[src/rtl/ppr_topk_select.sv]
// ppr_topk_select: single-pass top-K selector over the PPR score table.
// Reads scores for nodes 1..NODE_NUM from BRAM, one address per cycle. It keeps a
// sorted list of the TOP_K highest nonzero scores. It then streams the list out
// in rank order over a valid/ready handshake.
// Optional build macro PPR_TOPK_THRESHOLD_EN adds i_min_score. This input is a
// minimum score that is sampled when a start is accepted.
module ppr_topk_select #(
    parameter int ADDR_WIDTH         = 13,
    parameter int DATA_WIDTH         = 32,
    parameter int NODE_NUM           = 100,
    parameter int SCORE_TABLE_OFFSET = 100,
    parameter int TOP_K              = 8
) (
    input  logic                  i_clk,
    input  logic                  i_rst_n,
    input  logic                  i_start,
`ifdef PPR_TOPK_THRESHOLD_EN
    input  logic [DATA_WIDTH-1:0] i_min_score,
`endif
    output logic                  o_busy,
    output logic                  o_done,
    output logic [ADDR_WIDTH-1:0] o_mem_addr,
    output logic                  o_mem_we,
    input  logic [DATA_WIDTH-1:0] i_mem_data,
    output logic                  o_rank_valid,
    input  logic                  i_rank_ready,
    output logic [3:0]            o_rank_idx,
    output logic [DATA_WIDTH-1:0] o_rank_node,
    output logic [DATA_WIDTH-1:0] o_rank_score
);

    localparam int CNT_W = $clog2(NODE_NUM + 1);
    localparam int IDX_W = (TOP_K > 1) ? $clog2(TOP_K) : 1;

    typedef enum logic [1:0] {
        S_IDLE  = 2'd0,
        S_SCAN  = 2'd1,
        S_FLUSH = 2'd2,
        S_DRAIN = 2'd3
    } state_t;

    state_t                  state_q, state_d;
    logic [CNT_W-1:0]        node_cnt_q, node_cnt_d;
    logic [ADDR_WIDTH-1:0]   addr_q, addr_d;
    logic                    rd_vld_q, rd_vld_d;
    logic [CNT_W-1:0]        rd_node_q, rd_node_d;
    logic [3:0]              ptr_q, ptr_d;
    logic                    busy_q, busy_d;
    logic                    done_q, done_d;

    logic [TOP_K-1:0]        ent_vld_q, ent_vld_d;
    logic [DATA_WIDTH-1:0]   ent_node_q  [TOP_K];
    logic [DATA_WIDTH-1:0]   ent_node_d  [TOP_K];
    logic [DATA_WIDTH-1:0]   ent_score_q [TOP_K];
    logic [DATA_WIDTH-1:0]   ent_score_d [TOP_K];

    // Threshold applied to incoming scores. The default build accepts every nonzero score.
    logic [DATA_WIDTH-1:0]   thr;
`ifdef PPR_TOPK_THRESHOLD_EN
    logic [DATA_WIDTH-1:0]   thr_q, thr_d;
    assign thr = thr_q;
`else
    assign thr = DATA_WIDTH'(1);
`endif

    // Insertion network: the list is always sorted, with invalid entries at the tail.
    // Because of that, "new score beats entry" is monotone across positions. The first
    // beaten slot takes the new entry, and every later slot takes its upper neighbour.
    logic                    ins_en;
    logic [DATA_WIDTH-1:0]   new_node;
    logic [TOP_K-1:0]        beats;
    logic [TOP_K-1:0]        ins_vld;
    logic [DATA_WIDTH-1:0]   ins_node  [TOP_K];
    logic [DATA_WIDTH-1:0]   ins_score [TOP_K];

    assign ins_en   = rd_vld_q && (i_mem_data != '0) && (i_mem_data >= thr);
    assign new_node = DATA_WIDTH'(rd_node_q);

    for (genvar gi = 0; gi < TOP_K; gi++) begin : g_slot
        // Strictly greater only, so on a tie the earlier (lower-id) node stays above.
        assign beats[gi] = !ent_vld_q[gi] || (ent_score_q[gi] < i_mem_data);
        if (gi == 0) begin : g_head
            assign ins_vld[gi]   = beats[gi] ? 1'b1       : ent_vld_q[gi];
            assign ins_node[gi]  = beats[gi] ? new_node   : ent_node_q[gi];
            assign ins_score[gi] = beats[gi] ? i_mem_data : ent_score_q[gi];
        end else begin : g_tail
            assign ins_vld[gi]   = beats[gi-1] ? ent_vld_q[gi-1]   :
                                   beats[gi]   ? 1'b1              : ent_vld_q[gi];
            assign ins_node[gi]  = beats[gi-1] ? ent_node_q[gi-1]  :
                                   beats[gi]   ? new_node          : ent_node_q[gi];
            assign ins_score[gi] = beats[gi-1] ? ent_score_q[gi-1] :
                                   beats[gi]   ? i_mem_data        : ent_score_q[gi];
        end
    end

    logic [IDX_W-1:0] ptr_idx;
    assign ptr_idx = ptr_q[IDX_W-1:0];

    // Next-state logic: scan sequencing, read-tag pipeline, list update and drain handshake.
    always_comb begin
        state_d     = state_q;
        node_cnt_d  = node_cnt_q;
        addr_d      = addr_q;
        rd_vld_d    = (state_q == S_SCAN);
        rd_node_d   = node_cnt_q;
        ptr_d       = ptr_q;
        busy_d      = busy_q;
        done_d      = 1'b0;
`ifdef PPR_TOPK_THRESHOLD_EN
        thr_d       = thr_q;
`endif
        ent_vld_d   = ent_vld_q;
        ent_node_d  = ent_node_q;
        ent_score_d = ent_score_q;

        if (ins_en) begin
            ent_vld_d   = ins_vld;
            ent_node_d  = ins_node;
            ent_score_d = ins_score;
        end

        case (state_q)
            S_IDLE: begin
                if (i_start) begin
                    state_d    = S_SCAN;
                    node_cnt_d = CNT_W'(1);
                    addr_d     = ADDR_WIDTH'(SCORE_TABLE_OFFSET + 1);
                    busy_d     = 1'b1;
`ifdef PPR_TOPK_THRESHOLD_EN
                    thr_d      = i_min_score;
`endif
                    ent_vld_d  = '0;
                    for (int i = 0; i < TOP_K; i++) begin
                        ent_node_d[i]  = '0;
                        ent_score_d[i] = '0;
                    end
                end
            end
            S_SCAN: begin
                if (node_cnt_q == CNT_W'(NODE_NUM)) begin
                    state_d = S_FLUSH;
                    addr_d  = '0;
                end else begin
                    node_cnt_d = node_cnt_q + CNT_W'(1);
                    addr_d     = ADDR_WIDTH'(SCORE_TABLE_OFFSET) +
                                 ADDR_WIDTH'(node_cnt_q + CNT_W'(1));
                end
            end
            S_FLUSH: begin
                state_d = S_DRAIN;
                ptr_d   = '0;
            end
            S_DRAIN: begin
                if (!ent_vld_q[ptr_idx] ||
                    (i_rank_ready && (ptr_q == 4'(TOP_K - 1)))) begin
                    state_d = S_IDLE;
                    busy_d  = 1'b0;
                    done_d  = 1'b1;
                    ptr_d   = '0;
                end else if (i_rank_ready) begin
                    ptr_d = ptr_q + 4'd1;
                end
            end
            default: state_d = S_IDLE;
        endcase
    end

    // State register with synchronous active-low reset. Reset aborts any scan or drain.
    always_ff @(posedge i_clk) begin
        if (!i_rst_n) begin
            state_q    <= S_IDLE;
            node_cnt_q <= '0;
            addr_q     <= '0;
            rd_vld_q   <= 1'b0;
            rd_node_q  <= '0;
            ptr_q      <= '0;
            busy_q     <= 1'b0;
            done_q     <= 1'b0;
`ifdef PPR_TOPK_THRESHOLD_EN
            thr_q      <= '0;
`endif
            ent_vld_q  <= '0;
            for (int i = 0; i < TOP_K; i++) begin
                ent_node_q[i]  <= '0;
                ent_score_q[i] <= '0;
            end
        end else begin
            state_q     <= state_d;
            node_cnt_q  <= node_cnt_d;
            addr_q      <= addr_d;
            rd_vld_q    <= rd_vld_d;
            rd_node_q   <= rd_node_d;
            ptr_q       <= ptr_d;
            busy_q      <= busy_d;
            done_q      <= done_d;
`ifdef PPR_TOPK_THRESHOLD_EN
            thr_q       <= thr_d;
`endif
            ent_vld_q   <= ent_vld_d;
            ent_node_q  <= ent_node_d;
            ent_score_q <= ent_score_d;
        end
    end

    assign o_busy       = busy_q;
    assign o_done       = done_q;
    assign o_mem_addr   = addr_q;
    assign o_mem_we     = 1'b0;
    assign o_rank_valid = (state_q == S_DRAIN) && ent_vld_q[ptr_idx];
    assign o_rank_idx   = (state_q == S_DRAIN) ? ptr_q : 4'd0;
    assign o_rank_node  = (state_q == S_DRAIN) ? ent_node_q[ptr_idx]  : '0;
    assign o_rank_score = (state_q == S_DRAIN) ? ent_score_q[ptr_idx] : '0;

endmodule

[config.mk]
export PLATFORM = sky130hd
export DESIGN_NAME = ppr_topk_select
export DESIGN_NICKNAME = d
export VERILOG_FILES = /design/src/rtl/ppr_topk_select.sv
export SDC_FILE = /design/constraint.sdc
export NUM_CORES = 2
export LEC_CHECK = 0
export CAP_MARGIN = 25
export CORE_MARGIN = 2
export CORE_UTILIZATION = 70
export CTS_BUF_LIST = sky130_fd_sc_hd__clkbuf_2 sky130_fd_sc_hd__clkbuf_4 sky130_fd_sc_hd__clkbuf_8
export DETAILED_ROUTE_END_ITERATION = 8
export DONT_BUFFER_PORTS = 1
export HOLD_SLACK_MARGIN = 0.15
export PLACE_DENSITY = 0.86
export SETUP_SLACK_MARGIN = 0.05
export SYNTH_ARGS = -nofsm -noshare
export SYNTH_HDL_FRONTEND = slang
export SYNTH_SLANG_ARGS = --single-unit
[constraint.sdc]
create_clock -name i_clk -period 5.35 [get_ports i_clk]
set_input_delay 1.07 -clock i_clk [delete_from_list [all_inputs] [get_ports i_clk]]
set_output_delay 1.07 -clock i_clk [all_outputs]
set_load 0.05 [all_outputs]
==> summary.md <==
| Metric | Value |
|---|---|
| Count of max-cap constraint violations | 0 |
| Min Tclk post-route | ~4400 ps |
| Synth Area in Adders | 10.3% |
| P per Cell Area | between 400 and 500 mW/mm^2 |
| Leakage Power | ~13 nW |
| Final setup fails | 0 |
| Total power | 15.0 mW |
| Post-Route WL | between 100000 and 150000 um |
| Routability cong. | a little under 1 |
| Max Fclk | roughly 230 MHz |
| Setup Fix Bufs, Post-CTS | 0 |
| Drt drc | 13 |
| Syn Inst Count | between 3000 and 4000 |
| Final instance area | around 0.034 sq mm |
| Crit Path Max Fanout | a little over 60 |
| Buffers on Ports | 0 |
| Placed cell areas | 0.0315 sq mm |
| Via/cell ratio | 7.66 |
| Outcome | complete, but fails checks |
| Die width | 214 um |
| Top_reg_cell synth | dfxtp_1 |
| Ys Warns | 0 |
| Max clock buf depth | 3 |
| Vias in the first global route | ~28000 |
| Clock slew at reported path FFs | ~60 ps |
| Post-route ant nets | 0 |
| Row cnt | 76 |
| TritonRoute pass-1 iters | 9 |
| Cell Count Post-Placement | approximately 3500 |
| First-pass GRT wire length | between 150000 and 200000 um |
| Gr usage total | ~45% |
| Initial Utilization | slightly above 70% |
| Simple-gate share of the synthesized area | roughly 10% |
| Wire length per cell | 28.3 um |
| Failing checks | DRC |
| Share of layout cells above drive strength 1 | between 10% and 20% |
| Die Area | 0.0459 sq mm |
| Xor and xnor fraction of the mapped netlist area | less than 1% |
| Startpoint Class | flip-flop |
| Yosys reg bits | about 550 |
| Complex-gate fraction of the synthesized area | between 20 and 25% |
| Fin nets | approximately 3300 |
| Pins Over Slew Limit | 0 |
| Sequential area share after synthesis | around 36% |
| RSZ-0062 raised after global routing | false |
| Initial antenna violation count | 1 |
| P&R area growth vs syn | 8.38% |
| WHS | roughly 450 ps |
| Largest net degree at the start of global routing | between 100 and 150 |
| Post-synth EDFFs | 0 |
| Maximum vdd drop | roughly 0.43 mV |
| Mux cell area share after synthesis | between 10% and 20% |
| Finished Core Util | 77.3% |
| Min-Delay Path Class | reg2reg |
| # H-tree levels | 3 |
| Fin worst setup slack | ~980 ps |
| CTS Hold Bufs | 0 |
| CTS root buf | clkbuf_8 |
| Boundary Pins | ~120 |
| Antenna cells | 0 |
| Ys async rst share | 0% |
| Crit Path Class | reg2out |
| Final cell count without fillers | between 3000 and 4000 |
| CTS tree | yes |
| Worst clock skew | around 38 ps |
| Final worst-path cycle share | about 82% |
| CTS Buf Count | 90 |
| Cell variety after synth | 71 |
| Skew-Pair Late Insertion Delay | roughly 730 ps |
| Critical Path End Type | output pin |
| Worst slew margin | a little under a third |
| Worst slew pin tran | between 1000 and 1500 ps |
| DPL Wire Length | about 68000 um |
| Syn Area/Cell | approximately 9.8 sq um |
| DR vias | 28400 |
| Mapped cell area | roughly 0.031 sq mm |
| Setup total negative slack | 0 ps |
| Remaining Overflow, GRT | 0 |
| Cts repair resizes | 0 |
| CTS Sinks | ~550 |
| Area of the core | between 0.04 and 0.05 sq mm |
| Initial drt markers | 4445 |
| Die height | approximately 210 um |
| Worst path required time | 4280 ps |
| Hold Fails Final Rpt | 0 |
| Largest family of logic cells by synthesized area | compound AO/OA/AOI/OAI gates |
| Pre-CTS setup slack | approximately 670 ps |
| Crit path arrival time | about 3300 ps |
==> layer usage <==
metal	vias up	global-route usage [%]	share of wire, %
met1	13600	57.2	36
met3	504	11.2	14
met2	2334	68.9	44
li1	11900	-	-
met5	-	0.104	0.012
met4	2	24.8	5.8
==> registers in the layout, summed over array words and instances (netlist names), 2 cells and up <==
| register | flops |
|---|---|
| state_q | 2 |
| node_cnt_q | 7 |
| ent_node_q | 256 |
| ptr_q | 4 |
| rd_node_q | 7 |
| ent_vld_q | 8 |
| o_mem_addr | 8 |
| ent_score_q | 256 |
==> final timing paths <==
path | start | to | slack, ps | depth (start not counted)
worst max-delay path | ptr_q[1] | o_rank_node[12] | 980 | 4
worst min-delay path | rd_node_q[1] | ent_node_q[225] | 450 | 2
worst max register to register | ent_score_q[217] | ent_score_q[202] | 1580 | 9
worst min register to register | rd_node_q[1] | ent_node_q[225] | 450 | 2
==> layout by cell type, fill, tap and decap left out, types with 10 or more instances in the layout <==
cell type,n
clkbuf_8,110
clkbuf_4,33
ha_1,254
mux4_2,130
and2_1,10
nand2_1,278
buf_12,11
o221a_2,117
and3_1,33
a21oi_1,200
a222oi_1,31
o31a_1,40
a211oi_1,14
mux2i_1,106
nand3_1,19
and4_1,13
dfxtp_1,548
nor3_1,19
nor2_1,123
buf_4,71
a32o_1,100
inv_1,167
a21o_1,26
a22o_1,50
nor2b_1,76
o21ai_0,136
nor4_1,11
a221oi_1,128
o21a_1,49
o31ai_1,39
nand4_1,37
==> cell type report <==
cell class	count	area, sq um
flip-flops and latches	551	11000
well taps	585	732
clock buffers	143	1760
multi-input cells	2158	18300
inverters	167	627
fillers	2906	9860
repair buffers	85	811
clock inverters	17	216
==> report_power, final <==
part | total (mW) | switching, mW | internal (mW)
clock network | 4.08 | 1.83 | 2.25
logic | 5.36 | 3.37 | 1.99
registers | 5.52 | 0.793 | 4.73
total | 15.0 | 5.99 | 8.97
==> cells in the mapped netlist (all sizes together), types with 5 or more instances <==
| master | count | area [sq um] |
|---|---|---|
| clkbuf | 170 | 638 |
| o21ai | 144 | 724 |
| nand4 | 38 | 244 |
| and4 | 13 | 114 |
| mux4 | 130 | 2930 |
| nand3 | 19 | 95.1 |
| ha | 255 | 3190 |
| dfxtp | 551 | 11000 |
| o31ai | 40 | 305 |
| buf | 100 | 520 |
| and3 | 34 | 214 |
| a222oi | 31 | 310 |
| a22o | 50 | 438 |
| nor2b | 76 | 475 |
| o31a | 40 | 350 |
| nand2b | 9 | 56.3 |
| a21oi | 204 | 1040 |
| a211oi | 14 | 105 |
| a32o | 100 | 1000 |
| nor4 | 12 | 90.1 |
| a21o | 26 | 195 |
| mux2i | 106 | 1060 |
| xnor2 | 6 | 52.6 |
| and2 | 11 | 71.3 |
| o221a | 117 | 1320 |
| o21a | 53 | 398 |
| xor2 | 5 | 43.8 |
| or3 | 7 | 43.8 |
| nor3 | 27 | 171 |
| a2111oi | 5 | 43.8 |
| a221oi | 128 | 1120 |
| inv | 167 | 627 |
| nand2 | 280 | 1050 |
| a31oi | 6 | 37.5 |
| nor2 | 127 | 477 |
==> kinds of logic (layout without fill, tap and decap cells) <==
group,count (synthesis),after routing
flip-flops,551,551
XOR/XNOR,11,11
buffers and inverters,437,412
AO/OA/AOI/OAI,990,990
AND/OR/NAND/NOR,660,660
adder cells (fa/ha/maj),255,255
other,1,6
multiplexers,236,236
==> worst max-delay path: stages, from the launching register on <==
cell and delay, ps:
dfxtp_4 830, buf_12 480, mux4_2 280, mux2i_1 120
nor2b_1 850
No activity file was read; power rests on OpenSTA's default activity.
